**src/rtl/fetch_queue_pkg.sv**
```systemverilog
// Shared constants for the instruction fetch queue: default depth, the NOP
// presented to decode when the queue is empty, and the stored entry layout.
package fetch_queue_pkg;

    localparam int unsigned FQ_DEPTH_DEFAULT = 4;
    localparam int unsigned FQ_IW            = 32;
    localparam int unsigned FQ_AW            = 32;
    localparam int unsigned FQ_ADEL_W        = 1;

    // sll $0,$0,0 -- decode treats an all-zero word as a bubble
    localparam logic [31:0] NOP_INSTR = 32'h0000_0000;

    // Entry layout in storage: {adel, pc, instr}
    function automatic int unsigned fq_entry_w(input int unsigned aw, input int unsigned iw);
        return aw + iw + FQ_ADEL_W;
    endfunction

endpackage

```
**src/rtl/fq_storage.sv**
```systemverilog
// Register array for fetch-queue entries: one synchronous write port and one
// asynchronous read port. Contents are never reset; occupancy lives in the parent.
module fq_storage
    import fetch_queue_pkg::*;
#(
    parameter int unsigned DEPTH = FQ_DEPTH_DEFAULT,
    parameter int unsigned W     = fq_entry_w(FQ_AW, FQ_IW)
) (
    input  logic                     clk,
    input  logic                     i_we,
    input  logic [$clog2(DEPTH)-1:0] i_waddr,
    input  logic [W-1:0]             i_wdata,
    input  logic [$clog2(DEPTH)-1:0] i_raddr,
    output logic [W-1:0]             o_rdata
);

    logic [W-1:0] r_mem [DEPTH];

    always_ff @(posedge clk) begin
        if (i_we) begin
            r_mem[i_waddr] <= i_wdata;
        end
    end

    assign o_rdata = r_mem[i_raddr];

endmodule

```
**src/rtl/fetch_queue.sv**
```systemverilog
// First-word-fall-through queue between fetch and decode. Holds PC, instruction
// and fetch address-error flag; flush drops everything, empty presents a NOP.
module fetch_queue
    import fetch_queue_pkg::*;
#(
    parameter int unsigned DEPTH = FQ_DEPTH_DEFAULT,
    parameter int unsigned IW    = FQ_IW,
    parameter int unsigned AW    = FQ_AW
) (
    input  logic                   clk,
    input  logic                   rst,
    input  logic                   flush,
    input  logic                   push_valid,
    output logic                   push_ready,
    input  logic [AW-1:0]          push_pc,
    input  logic [IW-1:0]          push_instr,
    input  logic                   push_adel,
    output logic                   pop_valid,
    input  logic                   pop_ready,
    output logic [AW-1:0]          pop_pc,
    output logic [IW-1:0]          pop_instr,
    output logic                   pop_adel,
    output logic [$clog2(DEPTH):0] count,
    output logic                   full,
    output logic                   empty
);

    localparam int unsigned PW = $clog2(DEPTH);
    localparam int unsigned CW = PW + 1;
    localparam int unsigned EW = fq_entry_w(AW, IW);

    logic [PW-1:0] r_wptr;
    logic [PW-1:0] r_rptr;
    logic [CW-1:0] r_count;
    logic [CW-1:0] w_count_nxt;
    logic          w_push;
    logic          w_pop;
    logic [EW-1:0] w_wdata;
    logic [EW-1:0] w_rdata;

    assign full  = (r_count == CW'(DEPTH));
    assign empty = (r_count == '0);
    assign count = r_count;

    // rst gates push_ready directly so it is low for the whole reset pulse
    assign push_ready = ~full & ~flush & ~rst;
    assign pop_valid  = ~empty & ~flush;

    assign w_push = push_valid & push_ready;
    assign w_pop  = pop_valid & pop_ready;

    assign w_wdata = {push_adel, push_pc, push_instr};

    fq_storage #(
        .DEPTH (DEPTH),
        .W     (EW)
    ) u_storage (
        .clk     (clk),
        .i_we    (w_push),
        .i_waddr (r_wptr),
        .i_wdata (w_wdata),
        .i_raddr (r_rptr),
        .o_rdata (w_rdata)
    );

    // Head fields are masked when empty so stale storage never reaches decode
    assign pop_instr = empty ? IW'(NOP_INSTR) : w_rdata[IW-1:0];
    assign pop_pc    = empty ? '0 : w_rdata[IW +: AW];
    assign pop_adel  = ~empty & w_rdata[EW-1];

    always_comb begin
        w_count_nxt = r_count;
        if (w_push && !w_pop) begin
            w_count_nxt = r_count + CW'(1);
        end else if (w_pop && !w_push) begin
            w_count_nxt = r_count - CW'(1);
        end
    end

    always_ff @(posedge clk or posedge rst) begin
        if (rst) begin
            r_wptr  <= '0;
            r_rptr  <= '0;
            r_count <= '0;
        end else if (flush) begin
            r_wptr  <= '0;
            r_rptr  <= '0;
            r_count <= '0;
        end else begin
            if (w_push) begin
                r_wptr <= r_wptr + PW'(1);
            end
            if (w_pop) begin
                r_rptr <= r_rptr + PW'(1);
            end
            r_count <= w_count_nxt;
        end
    end

endmodule

```
**config.mk**
```make
export PLATFORM = sky130hd
export DESIGN_NAME = fetch_queue
export DESIGN_NICKNAME = d
export VERILOG_FILES = /design/src/rtl/fetch_queue_pkg.sv /design/src/rtl/fq_storage.sv /design/src/rtl/fetch_queue.sv
export SDC_FILE = /design/constraint.sdc
export NUM_CORES = 1
export LEC_CHECK = 0
export BUFFER_PORTS_ARGS = -buffer_cell sky130_fd_sc_hd__buf_4
export CORE_ASPECT_RATIO = 1.25
export CORE_MARGIN = 1.5
export CORE_UTILIZATION = 40
export CTS_CLUSTER_SIZE = 16
export DETAILED_ROUTE_END_ITERATION = 12
export GPL_ROUTABILITY_DRIVEN = 0
export GPL_TIMING_DRIVEN = 0
export PLACE_DENSITY_LB_ADDON = 0.12
export SLEW_MARGIN = 20
export SYNTH_ARGS = -nofsm -noshare
export SYNTH_HDL_FRONTEND = slang
export SYNTH_SLANG_ARGS = --single-unit
```
**constraint.sdc**
```tcl
create_clock -name clk -period 6.8 [get_ports clk]
set_input_delay 1.36 -clock clk [delete_from_list [all_inputs] [get_ports clk]]
set_output_delay 1.36 -clock clk [all_outputs]
set_load 0.01 [all_outputs]
```
==> impl_results.md <==
* WP data required at between 5 and 6 ns
* Area leader, netlist: edfxtp_1
* Synth top area share at 0.7543
* Layout cells sized above 1 at 0.4033
* Nets at between 700 and 800
* Clock power share at 0.294
* Peak supply drop at 0.2496 mV
* # H-tree levels at 1
* Top FF cell, synth: edfxtp_1
* Setup TNS at 0 ns
* Pin count of the biggest net entering global routing at 36
* Port-buffer cells at ~140
* Crit share post-route at 0.6027
* Initial antenna violation count at 0
* Max Slew Vio Count at 0
* Top-count cell post-synth: edfxtp_1
* Drt first pass iters at 4
* RSZ-0062 raised after global routing: false
* Final WL at between 15000 and 20000 µm
* Internal at between 0.003 and 0.004 W
* Metal3 WL at roughly 1400 µm
* Cts repair resizes at 0
* Die area at 26860 µm²
* Vias in the first global route at approximately 5600
* # setup viols final at 0
* Clock Sinks at 267
* Non-Filler Instances at 1002
* Post-synth EDFFs at between 200 and 300
* Critical Path Source Type: flip-flop
* Cell row count at 65
* Yosys warns at 0
* Worst Tran Pin Value at slightly below 0.7 ns
* Core area at between 20000 and 30000 µm²
* Area delta synth->final at 23.72%
* Initial DRC Count at between 200 and 300
* Max Cap Viol at 0
* Post-route ant nets at 0
* Post-Synthesis Cells at roughly 480
* Vias per cell at ~5.1
* GR Overflow Total at 0
* Comb pwr share at 0.312
* Ys async rst share at 0.02622
* P_leak at approximately 4.3 nW
* Met2 wire len at ~10000 µm
* Die Wd at ~150 µm
* Multi-input gate area at 2238 µm²
* Syn_nets at between 500 and 600
* Initial core utilization at 0.4079
* Hold depth at 2
* Post-CTS setup buffers at 0
* Placed Cells at between 900 and 1000
* Switching share of power at 0.2803
* Residual DRC at 0
* Setup Crit Path Kind: reg -> out
* Seq/Total Area, Yosys at 0.7712
* Sequential cell fraction of total power at 0.394
* Average routed wire per standard cell at between 15 and 20 µm
* Fin Clk Skew at between 0.009 and 0.01 ns
* Total CTS buffers at 28
* Relative slew slack at 0.5480
* Gr usage total at 0.1513
* FF-to-FF path depth at 8
* Metal1 wirelength at approximately 8000 µm
* Io pins at around 140
* Fill count at approximately 2100
* Worst path arrival time at approximately 2.7 ns
* Top achievable clock speed at roughly 240 MHz
* Critical Path Fanout Max at 10
* First-pass GRT wire length at 30810 µm
* CTS tree: built
* Sw power at about 0.0013 W
* Top cells by area, synth: edfxtp_1 (75%), mux4_2 (14%), nor2b_1 (3.9%)
* Clock-pin slew on the worst setup and hold paths at around 0.06 ns
* Commonest cells post-synth: edfxtp_1 (260), mux4_2 (65), nor2b_1 (65)
* CTS max path bufs at 3
* Yosys cell types at 34
* Die height at 182.9 µm
* Clock latency on the worst-skew pair at around 0.53 ns
* FF+latch count, synth at 267
* CP endpoint kind: primary output
* Final Hold Violating Endpoints at 0
* Fin crit period at slightly above 4 ns
* Cell area power density at approximately 370 nW/µm²
* HP Class: reg -> reg
* Avg Cell Area, Syn at ~22 µm²
* Via count at between 5000 and 6000
* Root Buffer: clkbuf_16
* Dpl hpwl at 12460 µm
* N_diodes at 0
* Post-Syn Area at between 10000 and 15000 µm²
* Post-CTS Hold Buffers at 0
* Outcome: finished, final reports clean
* Register area at around 8000 µm²
* Top Metal Used: met4
## registers in the layout, summed over array words and instances, names as in the netlist
signal,flops
r_wptr,2
u_storage.r_mem,260
count,3
r_rptr,2
## placed cells by master (no fill, tap or decap), drive strengths merged
cell,Yosys,routed
a21oi,4,4
a311o,1,1
a311oi,1,1
a31o,1,1
a31oi,1,1
and3,5,5
buf,16,161
bufinv,0,1
clkbuf,7,47
clkinv,0,5
dfrtp,7,7
edfxtp,260,260
fa,1,1
ha,4,4
inv,9,10
mux4,65,65
nand2,1,1
nand2b,2,2
nand3,1,1
nor2,9,9
nor2b,65,65
nor3,1,1
nor3b,1,1
o21ai,2,2
o22ai,1,1
o2bb2ai,1,1
o31ai,2,2
or2,1,1
or3b,2,2
xnor2,4,4
## power by group through the flow
stage | Sequential, W | Clock (W) | Combinational [W]
after global placement | 0.00191 | 0 | 0.00151
after CTS | 0.00188 | 0.00145 | 0.00152
after global routing | 0.00188 | 0.00151 | 0.00162
after detailed placement | 0.00191 | 0 | 0.00152
final | 0.00188 | 0.00140 | 0.00148
after floorplan | 0.00191 | 0 | 0.000851
## routing by layer
metal	vias to the layer above	track usage
met5	-	0
met4	0	0.04566
met3	26	0.03806
met2	144	0.2636
met1	2643	0.1860
li1	2272	-
## stage by stage
step	hold slack [ns]	util	total power (W)	instance area (µm²)	setup slack (ns)
after detailed placement	0.6012	0.4713	0.003430	11960	3.178
final	0.6166	0.5047	0.004762	12810	2.701
after global routing	0.6842	0.5047	0.005003	12810	2.530
after floorplan	0.5602	-	0.002759	10350	2.880
after CTS	0.6093	0.5047	0.004849	12810	2.609
after global placement	0.5859	0.4662	0.003421	11830	1.177
## final timing paths
kind / start / to / slack [ns]
max: count[1]$_DFFE_PP0P_ / pop_pc[9] / 2.70
min: r_wptr[1]$_DFFE_PP0P_ / r_wptr[1]$_DFFE_PP0P_ / 0.62
max reg2reg: count[2]$_DFFE_PP0P_ / count[2]$_DFFE_PP0P_ / 4.48
min reg2reg: r_wptr[1]$_DFFE_PP0P_ / r_wptr[1]$_DFFE_PP0P_ / 0.62
max in group asynchronous: rst / r_wptr[1]$_DFFE_PP0P_ / 5.74
min in group asynchronous: rst / count[2]$_DFFE_PP0P_ / 0.83
## critical path, cell delays in order (launching register included)
cell and delay [ns]:
dfrtp_1 0.45, or2_2 0.37, nor2_1 0.43, clkbuf_2 0.38
buf_2 0.31, nor2b_1 0.11, buf_4 0.16
## area by class of cell
class	instances	area share
Buffer	23	0.008891
Clock buffer	40	0.06146
Clock inverter	7	0.004690
Inverter	9	0.002833
Multi-Input combinational cell	176	0.1748
Sequential cell	267	0.6234
Tap cell	335	0.03273
Timing Repair Buffer	145	0.09126
## cells by family (layout without fill, tap and decap cells)
family                   Yosys count  count (layout)  synth area share
AND/OR/NAND/NOR                   88              88           0.05294
AO/OA/AOI/OAI                     14              14          0.009067
XOR/XNOR                           4               4          0.004111
multiplexers                      65              65            0.1414
adder cells (fa/ha/maj)            5               5          0.006769
flip-flops                       267             267            0.7712
buffers and inverters             32             224           0.01450
Note: power is estimated with default switching activity, not from simulation.
